### config.mk
export PLATFORM = sky130hd
export DESIGN_NAME = id_scanner
export DESIGN_NICKNAME = d
export VERILOG_FILES = /design/src/rtl/id_scan_pkg.sv /design/src/rtl/char_class.sv /design/src/rtl/id_scanner.sv
export SDC_FILE = /design/constraint.sdc
export NUM_CORES = 1
export LEC_CHECK = 0
export ABC_CLOCK_PERIOD_IN_PS = 1610
export CAP_MARGIN = 20
export CORE_UTILIZATION = 40
export DETAILED_ROUTE_END_ITERATION = 6
export GPL_TIMING_DRIVEN = 1
export HOLD_SLACK_MARGIN = 0.12
export PLACE_DENSITY_LB_ADDON = 0.15
export SLEW_MARGIN = 20
export SYNTH_ARGS = -nofsm -noshare
export SYNTH_HDL_FRONTEND = slang
export SYNTH_SLANG_ARGS = --single-unit
### constraint.sdc
create_clock -name clk -period 1.61 [get_ports clk]
set_input_delay 0.161 -clock clk [delete_from_list [all_inputs] [get_ports clk]]
set_output_delay 0.161 -clock clk [all_outputs]
set_load 0.02 [all_outputs]
### src/rtl/id_scan_pkg.sv
// Shared state encoding and token-type codes for the identifier scanner.
package id_scan_pkg;

  localparam logic [2:0] ST_IDLE  = 3'd0;
  localparam logic [2:0] ST_ALPHA = 3'd1;
  localparam logic [2:0] ST_ALNUM = 3'd2;
  localparam logic [2:0] ST_NUM   = 3'd3;
  localparam logic [2:0] ST_BAD   = 3'd4;

  localparam logic [1:0] TOK_ALPHA = 2'd0;
  localparam logic [1:0] TOK_ALNUM = 2'd1;
  localparam logic [1:0] TOK_NUM   = 2'd2;
  localparam logic [1:0] TOK_BAD   = 2'd3;

  // Token type reported when a token in state st is closed by a delimiter.
  function automatic logic [1:0] tok_of_state(input logic [2:0] st);
    logic [1:0] t;
    case (st)
      ST_ALPHA: t = TOK_ALPHA;
      ST_ALNUM: t = TOK_ALNUM;
      ST_NUM:   t = TOK_NUM;
      default:  t = TOK_BAD;
    endcase
    return t;
  endfunction

endpackage

### src/rtl/char_class.sv
// Combinational ASCII classifier: letter, digit, or (neither) delimiter.
module char_class #(
  parameter int ALLOW_US = 0
) (
  input  logic [7:0] char,
  output logic       is_letter,
  output logic       is_digit
);

  logic is_alpha;
  logic is_us;

  always_comb begin
    is_alpha  = ((char >= 8'h41) && (char <= 8'h5a)) || ((char >= 8'h61) && (char <= 8'h7a));
    is_us     = (ALLOW_US != 0) && (char == 8'h5f);
    is_letter = is_alpha || is_us;
    is_digit  = (char >= 8'h30) && (char <= 8'h39);
  end

endmodule

### src/rtl/id_scanner.sv
// Streaming identifier/number tokenizer: tracks the current token class and
// length, pulses tok_valid when a delimiter closes a token, counts identifiers.
module id_scanner
  import id_scan_pkg::*;
#(
  parameter int LEN_W    = 4,
  parameter int CNT_W    = 8,
  parameter int ALLOW_US = 0,
  parameter int STRICT   = 1
) (
  input  logic             clk,
  input  logic             reset,
  input  logic [7:0]       char,
  input  logic             char_valid,
  output logic             match,
  output logic             tok_valid,
  output logic [1:0]       tok_type,
  output logic [LEN_W-1:0] tok_len,
  output logic [CNT_W-1:0] id_count
);

  localparam logic [LEN_W-1:0] LEN_MAX = '1;

  logic             is_letter;
  logic             is_digit;
  logic [2:0]       state_q, state_d;
  logic [LEN_W-1:0] len_q, len_d;
  logic             tok_valid_q, tok_valid_d;
  logic [1:0]       tok_type_q, tok_type_d;
  logic [LEN_W-1:0] tok_len_q, tok_len_d;
  logic [CNT_W-1:0] id_count_q, id_count_d;

  char_class #(
    .ALLOW_US (ALLOW_US)
  ) u_char_class (
    .char      (char),
    .is_letter (is_letter),
    .is_digit  (is_digit)
  );

  always_comb begin
    state_d     = state_q;
    len_d       = len_q;
    tok_valid_d = 1'b0;
    tok_type_d  = tok_type_q;
    tok_len_d   = tok_len_q;
    id_count_d  = id_count_q;

    if (char_valid) begin
      if (is_letter) begin
        case (state_q)
          ST_IDLE:  state_d = ST_ALPHA;
          ST_ALPHA: state_d = ST_ALPHA;
          ST_ALNUM: state_d = (STRICT != 0) ? ST_ALPHA : ST_ALNUM;
          default:  state_d = ST_BAD;
        endcase
      end else if (is_digit) begin
        case (state_q)
          ST_IDLE:  state_d = ST_NUM;
          ST_ALPHA: state_d = ST_ALNUM;
          ST_ALNUM: state_d = ST_ALNUM;
          ST_NUM:   state_d = ST_NUM;
          default:  state_d = ST_BAD;
        endcase
      end else begin
        state_d = ST_IDLE;
      end

      if (is_letter || is_digit) begin
        // A strict restart keeps counting: the length spans the whole token.
        if (state_q == ST_IDLE) begin
          len_d = LEN_W'(1);
        end else if (len_q != LEN_MAX) begin
          len_d = len_q + LEN_W'(1);
        end
      end else begin
        len_d = '0;
        if (state_q != ST_IDLE) begin
          tok_valid_d = 1'b1;
          tok_type_d  = tok_of_state(state_q);
          tok_len_d   = len_q;
          if ((tok_type_d == TOK_ALPHA) || (tok_type_d == TOK_ALNUM)) begin
            id_count_d = id_count_q + CNT_W'(1);
          end
        end
      end
    end
  end

  always_ff @(posedge clk or posedge reset) begin
    if (reset) begin
      state_q     <= ST_IDLE;
      len_q       <= '0;
      tok_valid_q <= 1'b0;
      tok_type_q  <= 2'd0;
      tok_len_q   <= '0;
      id_count_q  <= '0;
    end else begin
      state_q     <= state_d;
      len_q       <= len_d;
      tok_valid_q <= tok_valid_d;
      tok_type_q  <= tok_type_d;
      tok_len_q   <= tok_len_d;
      id_count_q  <= id_count_d;
    end
  end

  assign match     = (state_q == ST_ALNUM);
  assign tok_valid = tok_valid_q;
  assign tok_type  = tok_type_q;
  assign tok_len   = tok_len_q;
  assign id_count  = id_count_q;

endmodule
---- Word level (Yosys, flattened, before mapping) ----
Cells that the tools add are included.
word-level totals
  register bits after elaboration ......... 22
  latch bits .............................. 0
  memory bits (writable) .................. 0
  memory bits (read-only) ................. 0
  bits of input ports ..................... 11
  output and inout port bits .............. 16
  word-level logic and storage cells ...... 50
  memories kept ........................... 0
cells by class
  add/subtract/negate cells ............... 2
  $mul .................................... 0
  div/mod/pow operators ................... 0
  magnitude comparators ................... 6
  eq/ne operators ......................... 6
  shift-type cells ........................ 0
  multiplexer cells ....................... 14
  bitwise operators ....................... 1
  reduce and logical (&&, ||, !) cells .... 15
operators by type and width
  cell                                                   number
  >= comparator 8 x 7 -> 1 bit, second input constant    2
  <= comparator 8 x 7 -> 1 bit, second input constant    2
  two-way mux 4 bit                                      3
  two-way mux 3 bit                                      3
  adder 8 x 1 -> 8 bit, second input constant            1
  >= comparator 8 x 6 -> 1 bit, second input constant    1
  <= comparator 8 x 6 -> 1 bit, second input constant    1
  == test 3 x 2 -> 1 bit, second input constant          2
  two-way mux 2 bit                                      3
  case mux 2 bit (3 select lines)                        1
  case mux 3 bit (2 select lines)                        1
  adder 4 x 1 -> 4 bit, second input constant            1
  inequality test 4 bit, second input constant           1
  AND reduction 4 bit                                    1
  OR reduction 2 bit                                     2
  == test 3 x 1 -> 1 bit, second input constant          1
  logical AND 1 bit                                      3
  zero test 3 bit                                        1
  logical OR 1 bit                                       3
  two-way mux 1 bit                                      3
  inequality test 3 x 1 -> 1 bit, second input constant  1
  AND reduction 3 bit                                    1
  nonzero test 3 bit                                     1
  OR reduction 3 bit                                     1
  other kinds (4)                                        4

---- Depth between registers and ports, before layout ----
  depth after elaboration ................. 9
  gate-level depth with buffers ........... 6
  mapped depth without buffers ............ 6

---- Hierarchy ----
Synthesis repeated with hierarchy kept, for this count alone.
second synthesis, totals
  cell total of the unflattened synthesis .. 105
  area, all modules ....................... 1109.8 um^2
modules (own cells, without submodules)
  module      instances  cells each  area an instance (um^2)  seq. area each (um^2)
  id_scanner  1          97          1058.5                   550.5
  char_class  1          8           51.3                     0.0

---- Worst setup path before layout ----
No wires, ideal clock.
  path type ............................... input-to-reg
  from .................................... input port char[4]
  to ...................................... register tok_len_q[0] (netlist: tok_len[0])
  data arrival time ....................... 1592 ps
  required time ........................... 1485 ps
  slack ................................... -107 ps
  cell stages on the path ................. 6
  cells stage by stage .................... or4_1 nor2_2 o311ai_1 buf_6 a21oi_4 mux2_4
between the ends
  longest elaborated chain between the ends .. 6
  elaborated cells between the ends (all ways) .. 13
  classes of those cells .................. order compare: 6; bitwise: 1; reduce/logical: 6
ends and longest elaborated chain
  what                                                                          line               RTL
  from (decl)                                                                   id_scanner.sv:13   input logic [7:0] char,
  >= comparator 8 x 7 -> 1 bit or <= comparator 8 x 7 -> 1 bit (tied branches)  char_class.sv:14   is_alpha = ((char >= 8'h41) && (char <= 8'h5a)) || ((char >= 8'h61) && (char <= 8'h7a));
  logical AND 1 bit                                                             char_class.sv:14
  logical OR 1 bit                                                              char_class.sv:14
  logical OR 1 bit (*)                                                          id_scanner.sv:69   if (is_letter || is_digit) begin
  inverter 1 bit (no line) (*)                                                  --
  AND reduction 3 bit (no line) (*)                                             --
  to (signal assigned)                                                          id_scanner.sv:103  tok_len_q <= tok_len_d;
  to (decl)                                                                     id_scanner.sv:30   logic [LEN_W-1:0] tok_len_q, tok_len_d;
Every way passes the cells marked *; elsewhere a longest branch is shown, timed or not.
A chain may end at the register's enable or synchronous reset.

---- Final worst setup path ----
  from .................................... register id_count_q[2] (netlist: id_count[2])
  to ...................................... output port id_count[2]
RTL lines
  what                    line               RTL
  from (decl)             id_scanner.sv:31   logic [CNT_W-1:0] id_count_q, id_count_d;
  from (signal assigned)  id_scanner.sv:104  id_count_q <= id_count_d;
  to (decl)               id_scanner.sv:19   output logic [CNT_W-1:0] id_count
No word-level cell between the ends.

==> qor.csv <==
stage,metric,value,unit
yosys,"area leader, netlist",dfrtp_1,
sta,skew final,0.00406,ns
power_and_ir_drop,Net Sw Power,626,uW
yosys,Synth async-reset ratio,100,%
yosys,"Distinct cells, synth",32,
setup_path,CP startpoint kind,flop,
yosys,most frequent cell after synthesis,dfrtp_1,
setup_path,CP max-delay cell,clkdlybuf4s50_1,
global_route,antenna violations before repair,0,
die,die height,55.6,microns
route,first-pass detailed-route iteration total,4,
sta,final setup violation count,0,
die,initial core utilization,42.0,%
yosys,instance count of the mapped netlist,113,
die,standard-cell rows,19,
yosys,Synth Cell Area,1150,sq um
sta,Slew @ Worst Pin,0.423,ns
clocking,clk buf depth,2,
setup_path,critical path arrival,1.39,ns
global_route,pin count of the biggest net entering global routing,23,
route,DRT iter0 DRCs,22,
sta,setup TNS,0,ns
setup_path,CP required,1.45,ns
yosys,"top cells by area, synth","dfrtp_1 (48%), mux2_4 (5.2%), xor2_1 (3.8%)",
yosys,Syn Area/Cell,10.2,sq um
yosys,Synth top area share,47.9,%
power_and_ir_drop,Pwr Total,1710,uW
min_path,Tightest Hold Check Type,primary input to async pin,
clocking,CTS tree,built,
layout,Antenna diodes,0,
yosys,Synth Register Bits,22,
placed_design,# port buffers,26,
sta,Final Critical Period,1.55,ns
sta,period utilization,96.4,%
die,Die Width,55.6,microns
setup_path,critical path cell sequence,clkdlybuf4s50_1,
die,die area,3090,sq um
sta,Max-Slew Margin vs Limit,71.6,%
flow_run,Max Cap Viol,0,
power_and_ir_drop,power per cell area,1060,nW/um^2
global_route,first-pass GRT wire length,4070,microns
global_route,vias in the first global route,987,
placed_design,Detail Placement HPWL,1790,microns
route,total wire length,2320,microns
setup_path,critical path buffer and inverter count,1,
layout,nets@finish,166,
setup_path,Critical Path End Type,output port,
sta,Fmax,644,MHz
clocking,Inserted Clock Buffers,3,
global_route,GRT Total Usage,17.0,%
clocking,clk sinks,22,
route,DRC violations left,0,
setup_path,slowest cell delay on critical path,0.63,ns
yosys,"top cells by count, synth","dfrtp_1 (22), inv_1 (9), a21oi_1 (8), nor3_1 (8)",
power_and_ir_drop,switch share,36.7,%
power_and_ir_drop,VDD IR-drop max,0.789,mV
setup_path,Crit Path Max Fanout,4,
power_and_ir_drop,Logic pwr share,38.7,%
power_and_ir_drop,Leakage Power,0.000687,uW
route,routed vias/inst,5.32,
power_and_ir_drop,internal power,1080,uW
global_route,GRT overflow,0,
layout,area grow syn2layout,40.1,%
power_and_ir_drop,sequential power share,46.7,%
layout,layout cells sized above 1,21.9,%
route,antenna-violating nets left,0,
setup_path,"delay-heaviest family, CP",buffers and inverters,
route,via count,969,
placed_design,Placer Congestion,0.809,
yosys,Ys Warns,0,
yosys,Post-synth EDFFs,0,
clocking,"Reg clk slew, reported paths",0.12,ns
yosys,Post-synth top flop,dfrtp_1,
clocking,H-tree levels,1,
yosys,Syn Nets,126,
outcome,run status,"complete, no violations",
sta,"Slew Viols, Final",0,
clocking,Clock Tree Root,clkbuf_4,
die,I/O Pins,27,
clocking,Worst-Skew Late Latency,0.31,ns
die,Core ar.,2730,sq um
route,Wirelength per Cell,12.8,microns
sta,Fin. Hold Viols,0,
power_and_ir_drop,clock power share,14.6,%
setup_path,CP Class,flop to output port,
sta,RSZ-0062 raised after global routing,true,
yosys,register area share after synthesis,47.9,%
-- layer usage --
layer	track usage, %	part of all wire (%)	up-vias
li1	-	-	484
met1	21.5	47	452
met2	28.1	47	29
met3	3.02	4.4	4
met4	8.21	1.2	0
met5	0	0	-
-- cell families after synthesis --
group	synth area share [%]
muxes	6.21
xor gates and xnor gates	6.10
AOI/OAI and AO/OA	14.3
and+or+nand+nor	18.1
DFF	47.9
adders and majority gates	2.18
buffers and inverters	5.23
-- worst reg2reg max path, cell delays in order, from the launching register on --
cell and delay, ns:
dfrtp_1 0.48, xnor2_1 0.22, nor2_2 0.18, nand3_2 0.17, nor3_1 0.25, xor2_1 0.17
-- placed cells by master, fill, tap and decap left out, drive strengths merged --
cell / Yosys / layout
dfrtp: 22 / 22
clkdlybuf4s50: 0 / 19
buf: 1 / 14
inv: 9 / 9
a21oi: 9 / 9
nor3: 8 / 8
nor2: 7 / 7
o21ai: 6 / 6
nand3: 6 / 6
xor2: 5 / 5
mux2: 5 / 5
o22ai: 4 / 4
nand2b: 3 / 3
nand2: 3 / 3
nand4: 3 / 3
xnor2: 3 / 3
clkbuf: 4 / 3
clkdlybuf4s15: 0 / 3
nor4: 2 / 2
ha: 2 / 2
dlygate4sd2: 0 / 2
dlymetal6s2s: 0 / 2
or4: 1 / 1
o311ai: 1 / 1
o31a: 1 / 1
and4: 1 / 1
or3: 1 / 1
and3: 1 / 1
and2: 1 / 1
o32a: 1 / 1
a31o: 1 / 1
o2111ai: 1 / 1
o211ai: 1 / 1
-- area by class of cell --
cell class / count / area [sq um]
Timing Repair Buffer: 40 / 368
Tap cell: 31 / 38.8
Inverter: 9 / 33.8
Fill cell: 245 / 1120
Sequential cell: 22 / 552
Clock buffer: 3 / 22.5
Multi-Input combinational cell: 77 / 594
-- per-stage QoR --
stage	std cells	util, %	worst slack [ns]	hold WS, ns	cell area (sq um)
finish	182	58.9	0.0584	0.175	1610
global route	182	58.9	-0.00949	0.196	1610
CTS	181	57.7	0.00481	0.184	1580
detailed placement	178	56.2	-0.575	0.462	1540
global placement	178	56.2	-0.546	0.457	1540
floorplan	113	-	-0.0937	0.150	1160
-- what timing repair did --
item / CTS / global route
hold buffers: 0 / 0
pin swaps: 3 / 3
setup buffers: 0 / 1
endpoints found under the setup margin: 14 / 11
gates resized for setup: 9 / 8
-- registers in the layout (all words and copies together), names as in the netlist --
signal,cells
id_count,8
state_q,3
tok_type,2
len_q,4
tok_valid,1
tok_len,4
-- worst paths after layout --
| kind | from | to | slack [ns] | cells past startpoint |
|---|---|---|---|---|
| min in group clk | id_count[7] | id_count[7] | 0.47 | 1 |
| hold / removal | reset | id_count[4] | 0.18 | 3 |
| setup / recovery | id_count[2] | id_count[2] | 0.06 | 1 |
| hold reg to reg | id_count[7] | id_count[7] | 0.47 | 1 |
| setup reg to reg | state_q[0] | id_count[6] | 0.07 | 5 |
| max in group asynchronous | reset | state_q[1] | 1.20 | 3 |
-- power groups by stage --
| stage | Combinational, uW | Clock, uW | Sequential, uW |
|---|---|---|---|
| 6_report | 660 | 249 | 798 |
| 5_1_grt | 706 | 285 | 812 |
| 4_1_cts | 650 | 254 | 795 |
| 3_5_place_dp | 641 | 0 | 801 |
| 3_3_place_gp | 629 | 0 | 797 |
| 2_1_floorplan | 222 | 0 | 903 |
Note: power is estimated with default switching activity, not from simulation.
